### src/rtl/buf_stream_ctrl.sv
// buf_stream_ctrl
//   Sequencer for one frame through the expansion buffer -> compute unit ->
//   contraction buffer path. Only the buffers' addr/en/mode controls are
//   driven here; data words bypass this block.
//
//   Optional feature: define BUF_STREAM_CTRL_TIMEOUT_EN to abort WAIT after
//   TIMEOUT cycles without cu_done (sets sticky timeout_err).
//
// Ports
//   clk, reset        clock; asynchronous active-low reset
//   flush             synchronous abort to FILL, counters cleared
//   in_val / in_rdy   input stream handshake
//   exp_addr/en/mode  expansion buffer control (mode 1=SIN, 0=POUT)
//   cu_start/cu_done  compute unit start pulse / completion
//   con_addr/en/mode  contraction buffer control (mode 1=PIN, 0=SOUT)
//   out_val / out_rdy output stream handshake
//   timeout_err       sticky WAIT-timeout abort flag
module buf_stream_ctrl #(
  parameter int unsigned EXPANSION = 8,
  parameter int unsigned CONTRACT  = 8,
  parameter int unsigned TIMEOUT   = 1024
) (
  input  logic        clk,
  input  logic        reset,
  input  logic        flush,
  input  logic        in_val,
  output logic        in_rdy,
  output logic [31:0] exp_addr,
  output logic        exp_en,
  output logic        exp_mode,
  output logic        cu_start,
  input  logic        cu_done,
  output logic [31:0] con_addr,
  output logic        con_en,
  output logic        con_mode,
  output logic        out_val,
  input  logic        out_rdy,
  output logic        timeout_err
);

  if (EXPANSION < 1 || EXPANSION > 8) begin : g_bad_expansion
    $error("EXPANSION must be 1..8");
  end
  if (CONTRACT < 1 || CONTRACT > 8) begin : g_bad_contract
    $error("CONTRACT must be 1..8");
  end
  if (TIMEOUT < 1) begin : g_bad_timeout
    $error("TIMEOUT must be at least 1");
  end

  localparam logic [31:0] FILL_LAST  = 32'(EXPANSION - 1);
  localparam logic [31:0] DRAIN_LAST = 32'(CONTRACT - 1);

  typedef enum logic [1:0] {FILL, START, WAIT, DRAIN} state_t;

  state_t      state, state_nx;
  logic [31:0] fill_cnt, fill_cnt_nx;
  logic [31:0] drain_cnt, drain_cnt_nx;
  logic        accept, take, expired;

  // Moore decode; only in_rdy (flush) and exp_en (in_val) see inputs.
  assign in_rdy   = (state == FILL) && !flush;
  assign accept   = in_val && in_rdy;
  assign exp_en   = accept;
  assign exp_mode = (state == FILL);
  assign exp_addr = fill_cnt;
  assign cu_start = (state == START);
  assign out_val  = (state == DRAIN);
  assign con_en   = (state == DRAIN);
  assign con_mode = (state != DRAIN);
  assign con_addr = drain_cnt;
  assign take     = out_val && out_rdy;

`ifdef BUF_STREAM_CTRL_TIMEOUT_EN
  localparam logic [31:0] WAIT_LAST = 32'(TIMEOUT - 1);

  logic [31:0] wait_cnt, wait_cnt_nx;
  logic        err_q, err_nx;

  // cu_done on the final WAIT cycle wins over the abort.
  assign expired     = (state == WAIT) && !cu_done && (wait_cnt == WAIT_LAST);
  assign timeout_err = err_q;

  always_comb begin
    wait_cnt_nx = '0;
    err_nx      = err_q;
    if (flush) begin
      err_nx = 1'b0;
    end else begin
      if ((state == WAIT) && !cu_done && !expired) wait_cnt_nx = wait_cnt + 32'd1;
      if (expired) err_nx = 1'b1;
    end
  end

  always_ff @(posedge clk or negedge reset) begin
    if (!reset) begin
      wait_cnt <= '0;
      err_q    <= 1'b0;
    end else begin
      wait_cnt <= wait_cnt_nx;
      err_q    <= err_nx;
    end
  end
`else
  assign expired     = 1'b0;
  assign timeout_err = 1'b0;
`endif

  always_comb begin
    state_nx     = state;
    fill_cnt_nx  = fill_cnt;
    drain_cnt_nx = drain_cnt;
    if (flush) begin
      state_nx     = FILL;
      fill_cnt_nx  = '0;
      drain_cnt_nx = '0;
    end else begin
      unique case (state)
        FILL: begin
          if (accept) begin
            if (fill_cnt == FILL_LAST) begin
              fill_cnt_nx = '0;
              state_nx    = START;
            end else begin
              fill_cnt_nx = fill_cnt + 32'd1;
            end
          end
        end
        START: state_nx = WAIT;
        WAIT: begin
          if (cu_done)      state_nx = DRAIN;
          else if (expired) state_nx = FILL;
        end
        DRAIN: begin
          if (take) begin
            if (drain_cnt == DRAIN_LAST) begin
              drain_cnt_nx = '0;
              state_nx     = FILL;
            end else begin
              drain_cnt_nx = drain_cnt + 32'd1;
            end
          end
        end
        default: state_nx = FILL;
      endcase
    end
  end

  always_ff @(posedge clk or negedge reset) begin
    if (!reset) begin
      state     <= FILL;
      fill_cnt  <= '0;
      drain_cnt <= '0;
    end else begin
      state     <= state_nx;
      fill_cnt  <= fill_cnt_nx;
      drain_cnt <= drain_cnt_nx;
    end
  end

endmodule

### config.mk
export PLATFORM = sky130hd
export DESIGN_NAME = buf_stream_ctrl
export DESIGN_NICKNAME = d
export VERILOG_FILES = /design/src/rtl/buf_stream_ctrl.sv
export SDC_FILE = /design/constraint.sdc
export NUM_CORES = 1
export LEC_CHECK = 0
export CORE_ASPECT_RATIO = 1.25
export CORE_MARGIN = 2
export CORE_UTILIZATION = 52
export CTS_BUF_LIST = sky130_fd_sc_hd__clkbuf_16
export CTS_CLUSTER_DIAMETER = 100
export DETAILED_ROUTE_END_ITERATION = 7
export PLACE_DENSITY = 0.9
export SYNTH_ARGS = -nofsm -noshare
export SYNTH_HDL_FRONTEND = slang
export SYNTH_SLANG_ARGS = --single-unit
### constraint.sdc
create_clock -name clk -period 2.26 [get_ports clk]
set_input_delay 0.452 -clock clk [delete_from_list [all_inputs] [get_ports clk]]
set_output_delay 0.452 -clock clk [all_outputs]
set_load 0.005 [all_outputs]
After elaboration in Yosys (flattened, before gate mapping)
Cells that the tools add are included.

Bits in registers: 66. Latch bits: 0. Bits in writable memories: 0. Memory bits (read-only): 0. Input bits: 6. Output and inout port bits: 72. Word-level logic and storage cells: 43. Memories: 0.

Add/subtract/negate cells: 2. Multipliers: 0. Divide/modulo/power cells: 0. Magnitude comparators: 0. Eq/ne operators: 11. Shift operators: 0. Multiplexer cells: 15. Bitwise operators: 0. Reductions and logical operators: 12.

Operators by type and width (count): $mux W32 (8); $add A32 B1 Y32 const B (2); $eq A32 B3 Y1 const B (2); $mux W2 (6); $ne A3 B2 Y1 const B (3); $pmux W2 S4 (1); $reduce_bool A2 Y1 (4); $ne A3 B3 Y1 const B (2); $reduce_and A5 Y1 (1); $eq A2 B2 Y1 const B (2); $reduce_and A2 Y1 (2); $logic_and A1 B1 Y1 (3); $eq A2 B1 Y1 const B (1); $logic_not A2 Y1 (1); $ne A2 B2 Y1 const B (1); $logic_not A1 Y1 (1).

Logic depth before layout (Yosys ltp)
Gate-level depths: netlist (run 1).

Word-level depth: 6. Mapped depth: 9. Mapped depth without buffers: 7.

Least setup slack after synthesis (run 1)
No wires, ideal clock.

Path type: register to register. From: reg fill_cnt[0] (netlist: exp_addr[0]). To: reg fill_cnt[27] (netlist: exp_addr[27]). Library setup time: 0.069 ns. Arrival: 1.963 ns. Data required time: 2.191 ns. Slack: 0.228 ns. Stages on the path, launching flop included: 9. Path buffers: 2. Clock period less this slack: 2.032 ns. Cells stage by stage: dfrtp_1 > ha_1 > nor4bb_1 > and4_1 > buf_2 > a21o_1 > buf_2 > or4_1 > nand3_1.

Word-level cells in the longest chain between the ends: 5. Elaborated cells on any way between the ends: 6. Those cells by class: 1 x add/sub; 1 x eq/ne; 4 x mux.

RTL lines: start: declaration (RTL line 57) `logic [31:0] fill_cnt, fill_cnt_nx;`; start signal: assignment (RTL line 156) `fill_cnt <= fill_cnt_nx;`; $add A32 B1 Y32 or $eq A32 B3 Y1 (tied branches) (RTL line 125, 121); $mux W32 (*) (RTL line 121) `if (fill_cnt == FILL_LAST) begin`; $mux W32 (*) (RTL line 120) `if (accept) begin`; $mux W32 (*) (RTL line 118) `unique case (state)`; $mux W32 (*) (RTL line 113) `if (flush) begin`.

Every way passes the cells marked *; elsewhere a longest branch is shown, timed or not. The select of a mux whose other input is x is not followed. A chain may end at the register's enable or synchronous reset.

Worst setup path after layout (run 1)
From: reg fill_cnt[1] (netlist: exp_addr[1]). To: reg fill_cnt[11] (netlist: exp_addr[11]).

The elaborated chain is that of the path after synthesis.

==> qor.yml, run 1 <==
ir_worst_vdd_v: 0.000390
yosysUniqueCellTypes: 55
hold_viol: 0
critPathKind: "register to register"
grt_max_degree: 67
vias_per_cell: 6.77
cts_made_buffers: 9
die_h_um: 102
slew_headroom_pct: 53.1
vias: 4369
dp_hpwl_um: 8540
post-route-min-period_ns: 2.20
grt_antenna_before_repair: 0
fin_area_um2: 5390
clock_latency_ns: 0.33
overflow: 0
core_area_um2: 7400
synth_area_um2: 4000
grt_pass1_vias: 4224
worst_setup_path_start_kind: "register"
crit_fanout: 8
synth_top_area_share_pct: 41.3
cts.sinks: 66
timing.final.crit_share_pct: 97.3
p_clk_share_pct: 43.0
grt_first_pass_wirelength_um: 20300
p_leak_nw: 2.35
clockBufferDepth: 2
placed_area_um2: 5030
p_sw_share_pct: 26.9
ios: 78
cts.clk_slew.worst_paths_ns: 0.06
total_power_mw: 3.17
slew_viol_final: 0
switching_power_uw: 854
placementRows: 35
dieArea_um2: 8410
synth_edf_count: 0
clock_skew_ns: 0.00379
synth_fp_nets: 458
syn_inst: 446
root_buffer: "clkbuf_16"
gp_congestion: 0.964
diodes: 0
status: "finished, final reports clean"
max_freq_mhz: 455
cp_data_required_time_ns: 2.51
drc: 0
endpoint_kind: "register"
finalSetupViolCount: 0
worstMarginPinSlew_ns: 0.703
drtAntennaViolNets: 0
synth_area_leaders: "dfrtp_1 41%, nand2_1 3.7%, o21ai_0 3.5%"
final_nets: 560
syn_area_per_cell_um2: 8.97
min_path_type: "input port to async pin"
yosysWarnings: 0
htreeDepth: 3
intPower_mw: 2.32
grtUsageTotal_pct: 31.5
wl_um: 12600
synth_area_leader_cell: "dfrtp_1"
layout-drive-gt1-share_pct: 14.5
dr.pass1.iters: 6
worst_ep_arrival_time_ns: 2.45
rsz0062_at_grt: "false"
fin_tns_setup_ns: 0
cts_hold_buffers: 0
initialDrtViolationCount: 466
p_per_area_nw_per_um2: 588
start_util_pct: 54.0
async_reset_ff_share_pct: 100
synth-seq-cells: 66
die_w_um: 82.4
synth-main-ff-cell: "dfrtp_1"
syn2layout_area_growth_pct: 34.8
cts_tree: "done"
wire_per_inst_um: 19.5
seqPwrFrac_pct: 39.6
cap_violations: 0
nFillCells: 518
port_buffers: 76
combPwrFrac_pct: 17.5
seq_area_frac_synth_pct: 41.3
## worst max-delay path: stages (launching register included)
cell	delay (ns)
dfrtp_1	0.43
ha_1	0.27
nor4bb_1	0.15
and4_2	0.29
a21oi_1	0.57
nor2_1	0.22
nor2_1	0.18
## placed cells by master (no fill, tap or decap), types with 16 or more instances in the layout
| cell type | synthesis | routed |
|---|---|---|
| clkdlybuf4s50_1 | 0 | 73 |
| nand2_1 | 39 | 38 |
| dfrtp_1 | 66 | 66 |
| o21ai_0 | 28 | 28 |
| nand3_1 | 27 | 27 |
| a31oi_1 | 17 | 17 |
| a21o_1 | 17 | 17 |
| nand4_1 | 16 | 16 |
| buf_4 | 3 | 40 |
| a21oi_1 | 23 | 23 |
| nor2_1 | 27 | 26 |
## power by group through the flow
stage	logic [mW]	registers [mW]	clock network, mW
after CTS	0.518	1.25	1.38
after global routing	0.591	1.26	1.43
after floorplan	0.231	1.27	0
final	0.555	1.25	1.36
after global placement	0.449	1.27	0
after detailed placement	0.472	1.27	0
## cell families (layout without fill, tap and decap cells)
kind of cell               count (synthesis)  count (layout)  synth area share (%)
other                                      1               1                0.0937
DFF                                       66              66                  41.3
xor gates and xnor gates                  13              13                  2.85
muxes                                      6               6                  1.50
and+or+nand+nor                          189             189                  27.3
buffers and inverters                     42             149                  4.85
adders and majority gates                  6               6                  1.88
AOI/OAI and AO/OA                        123             123                  20.2
## synth_stat cells, types with 2 or more instances
cell type and n:
buf_2 13, nor4_4 3, mux2i_1 6, nor2_1 27
nand2_1 39, a31o_2 2, o31a_1 3, a22o_1 8
a21o_1 17, nand4_1 16, or4_1 3, or3_1 5
and4_1 11, and3_1 11, xor2_1 7, a31oi_1 17
nor4bb_1 2, nand4_2 2, buf_4 3, a41oi_1 6
and2_1 3, o211ai_1 3, inv_1 15, a21oi_1 23
a211oi_1 5, a211o_1 2, clkbuf_1 9, nor3_1 13
nor4_1 15, dfrtp_1 66, o21ai_1 2, nor2b_1 3
xnor2_1 6, nand3_1 27, o21ai_0 28, ha_1 6
## per-stage QoR
step / hold WS, ns / worst slack, ns / util, % / instances
after floorplan: 0.156 / 0.228 / - / 446
after global placement: 0.499 / -0.0868 / 67.9 / 623
after detailed placement: 0.504 / -0.145 / 67.9 / 623
after CTS: 0.156 / 0.000989 / 72.3 / 642
after global routing: 0.168 / 0.00160 / 72.9 / 645
final: 0.143 / 0.0610 / 72.9 / 645
## routing by layer
metal	up-vias	wire, um	GRT usage (%)
li1	1891	-	-
met1	2114	4440	36.2
met2	301	6410	52.7
met3	63	1130	6.54
met4	0	602	19.4
met5	-	0	0
## what timing repair did
action	in CTS	in global routing
pin swaps	0	1
hold endpoints to repair	0	0
setup endpoints to repair	2	27
setup buffers	3	3
gates resized for setup	7	8
## path summary, 6_finish.rpt
check / slack [ns] / startpoint / depth (start not counted) / to
worst max-delay path: 0.06 / exp_addr[1]$_DFFE_PN0P_ / 6 / exp_addr[11]$_DFFE_PN0P_
max in group asynchronous: 1.83 / reset / 2 / con_addr[15]$_DFFE_PN0P_
worst max register to register: 0.06 / exp_addr[1]$_DFFE_PN0P_ / 6 / exp_addr[11]$_DFFE_PN0P_
worst min register to register: 0.54 / exp_addr[24]$_DFFE_PN0P_ / 1 / exp_addr[24]$_DFFE_PN0P_
worst min-delay path: 0.14 / reset / 2 / exp_addr[26]$_DFFE_PN0P_
min in group clk: 0.54 / exp_addr[24]$_DFFE_PN0P_ / 1 / exp_addr[24]$_DFFE_PN0P_
## state kept, by name, summed over array words and instances, names as in the netlist
signal    count
con_addr     32
exp_addr     32
state         2
## final cells by class
cell class | instances | area (um2) | area share [%]
multi-input cells | 338 | 2190 | 40.5
flip-flops and latches | 66 | 1650 | 30.6
repair buffers | 118 | 1100 | 20.3
clock buffers | 9 | 225 | 4.18
well taps | 92 | 115 | 2.13
clock inverters | 7 | 61.3 | 1.14
inverters | 15 | 56.3 | 1.04
Power figures use the tool's default switching activity.
==> run 2, diff against run 1 <==
Settings changed: GPL_ROUTABILITY_DRIVEN from default to 0.
==> qor.yml, run 2 (synthesized netlist as in run 1, its figures left out) <==
placementRows: 35
reg2reg_slack_ns: 0.09
core_area_um2: 7400
crit_start: "flush"
final_util_pct: 72.7
cap_violations: 0
grt_first_pass_wirelength_um: 19800
crit_slowest_cell: "clkdlybuf4s50_1"
syn2layout_area_growth_pct: 34.6
p_leak_nw: 2.34
cp_data_required_time_ns: 1.81
ir_worst_vdd_v: 0.000459
mostFrequentLayoutCells: "74 x clkdlybuf4s50_1, 66 x dfrtp_1, 39 x nand2_1"
post-route-min-period_ns: 2.23
placed_area_um2: 5040
fin_ws_ns: 0.0283
grtUsageTotal_pct: 30.5
holdWs_ns: 0.131
initialDrtViolationCount: 396
drc: 0
final_nets: 557
clock_skew_ns: 0.00673
die_w_um: 82.4
grt_antenna_before_repair: 0
overflow: 0
hold_viol: 0
worstMarginPinSlew_ns: 0.637
clockBufferDepth: 2
fin_area_um2: 5380
clock_latency_ns: 0.33
ios: 78
wire_per_inst_um: 18.9
critPathKind: "input port to output pin"
fin_tns_setup_ns: 0
worst_ep_arrival_time_ns: 1.78
slew_headroom_pct: 57.5
total_power_mw: 3.15
slowest_delay_ns: 0.48
status: "finished, final reports clean"
grt_pass1_vias: 3974
root_buffer: "clkbuf_16"
start_util_pct: 54.0
vias: 4169
endpoint_kind: "output pin"
dp_slack_ns: -0.0832
path_buf_inv: 4
diodes: 0
finalSetupViolCount: 0
min_path_type: "input port to async pin"
crit_family: "buffers and inverters"
port_buffers: 76
wl_um: 12100
vias_per_cell: 6.49
dieArea_um2: 8410
dr.pass1.iters: 7
p_per_area_nw_per_um2: 585
crit_fanout: 10
dp.cells: 623
htreeDepth: 3
layout_commonest_cell: "clkdlybuf4s50_1"
drtAntennaViolNets: 0
timing.final.crit_share_pct: 98.7
instances_no_fill: 642
cts_made_buffers: 9
max_freq_mhz: 448
cts_tree: "done"
worst_setup_path_start_kind: "input port"
layout-drive-gt1-share_pct: 14.0
cts.sinks: 66
cts_hold_buffers: 0
die_h_um: 102
slew_viol_final: 0
grt_max_degree: 43
dp_hpwl_um: 8560
worstPathCellList: "clkdlybuf4s50_1 > buf_4 > nor2b_4 > buf_4 > clkdlybuf4s50_1"
rsz0062_at_grt: "false"
cts.clk_slew.worst_paths_ns: 0.06
r2r_start: "con_addr[0]$_DFFE_PN0P_"
run 2: cell types whose count changed in the layout (fill, tap and decap cells not counted), sizes merged:
cell	change
clkinv	+2
clkinvlp	-2
dlymetal6s2s	-1
buf	-3
clkdlybuf4s50	+1
run 2: final cells by class:
class                      count  area [um2]
clock buffer                   9         225
clock inverter                 7        61.3
fill                         539        2020
inverter                      15        56.3
multi-input combinational    338        2190
sequential                    66        1650
tap                           92         115
timing repair buffer         115        1080
run 2: where the power goes:
| group | switching [mW] | internal [mW] |
|---|---|---|
| combinational | 0.275 | 0.253 |
| sequential | 0.0416 | 1.21 |
| clock | 0.525 | 0.841 |
| total | 0.841 | 2.31 |
run 2: per-layer routing:
layer | global-route usage [%] | up-vias | share of wire [%]
met5 | 0 | - | 0
met4 | 10.0 | 0 | 2.5
met3 | 6.18 | 40 | 6.8
met2 | 53.3 | 220 | 52
met1 | 37.3 | 2028 | 38
li1 | - | 1881 | -
run 2: worst paths after layout:
check	cells past startpoint	to
min in group clk	1	exp_addr[24]$_DFFE_PN0P_
min	1	exp_addr[25]$_DFFE_PN0P_
max reg2reg	6	state[0]$_DFFE_PN0P_
max	5	in_rdy
min reg2reg	1	exp_addr[24]$_DFFE_PN0P_
max in group asynchronous	2	con_addr[30]$_DFFE_PN0P_
run 2: what timing repair did:
action                     CTS  global route
cloned                       0             0
setup endpoints to repair    2            17
gates resized for setup      6             6
buffers inserted             3             0
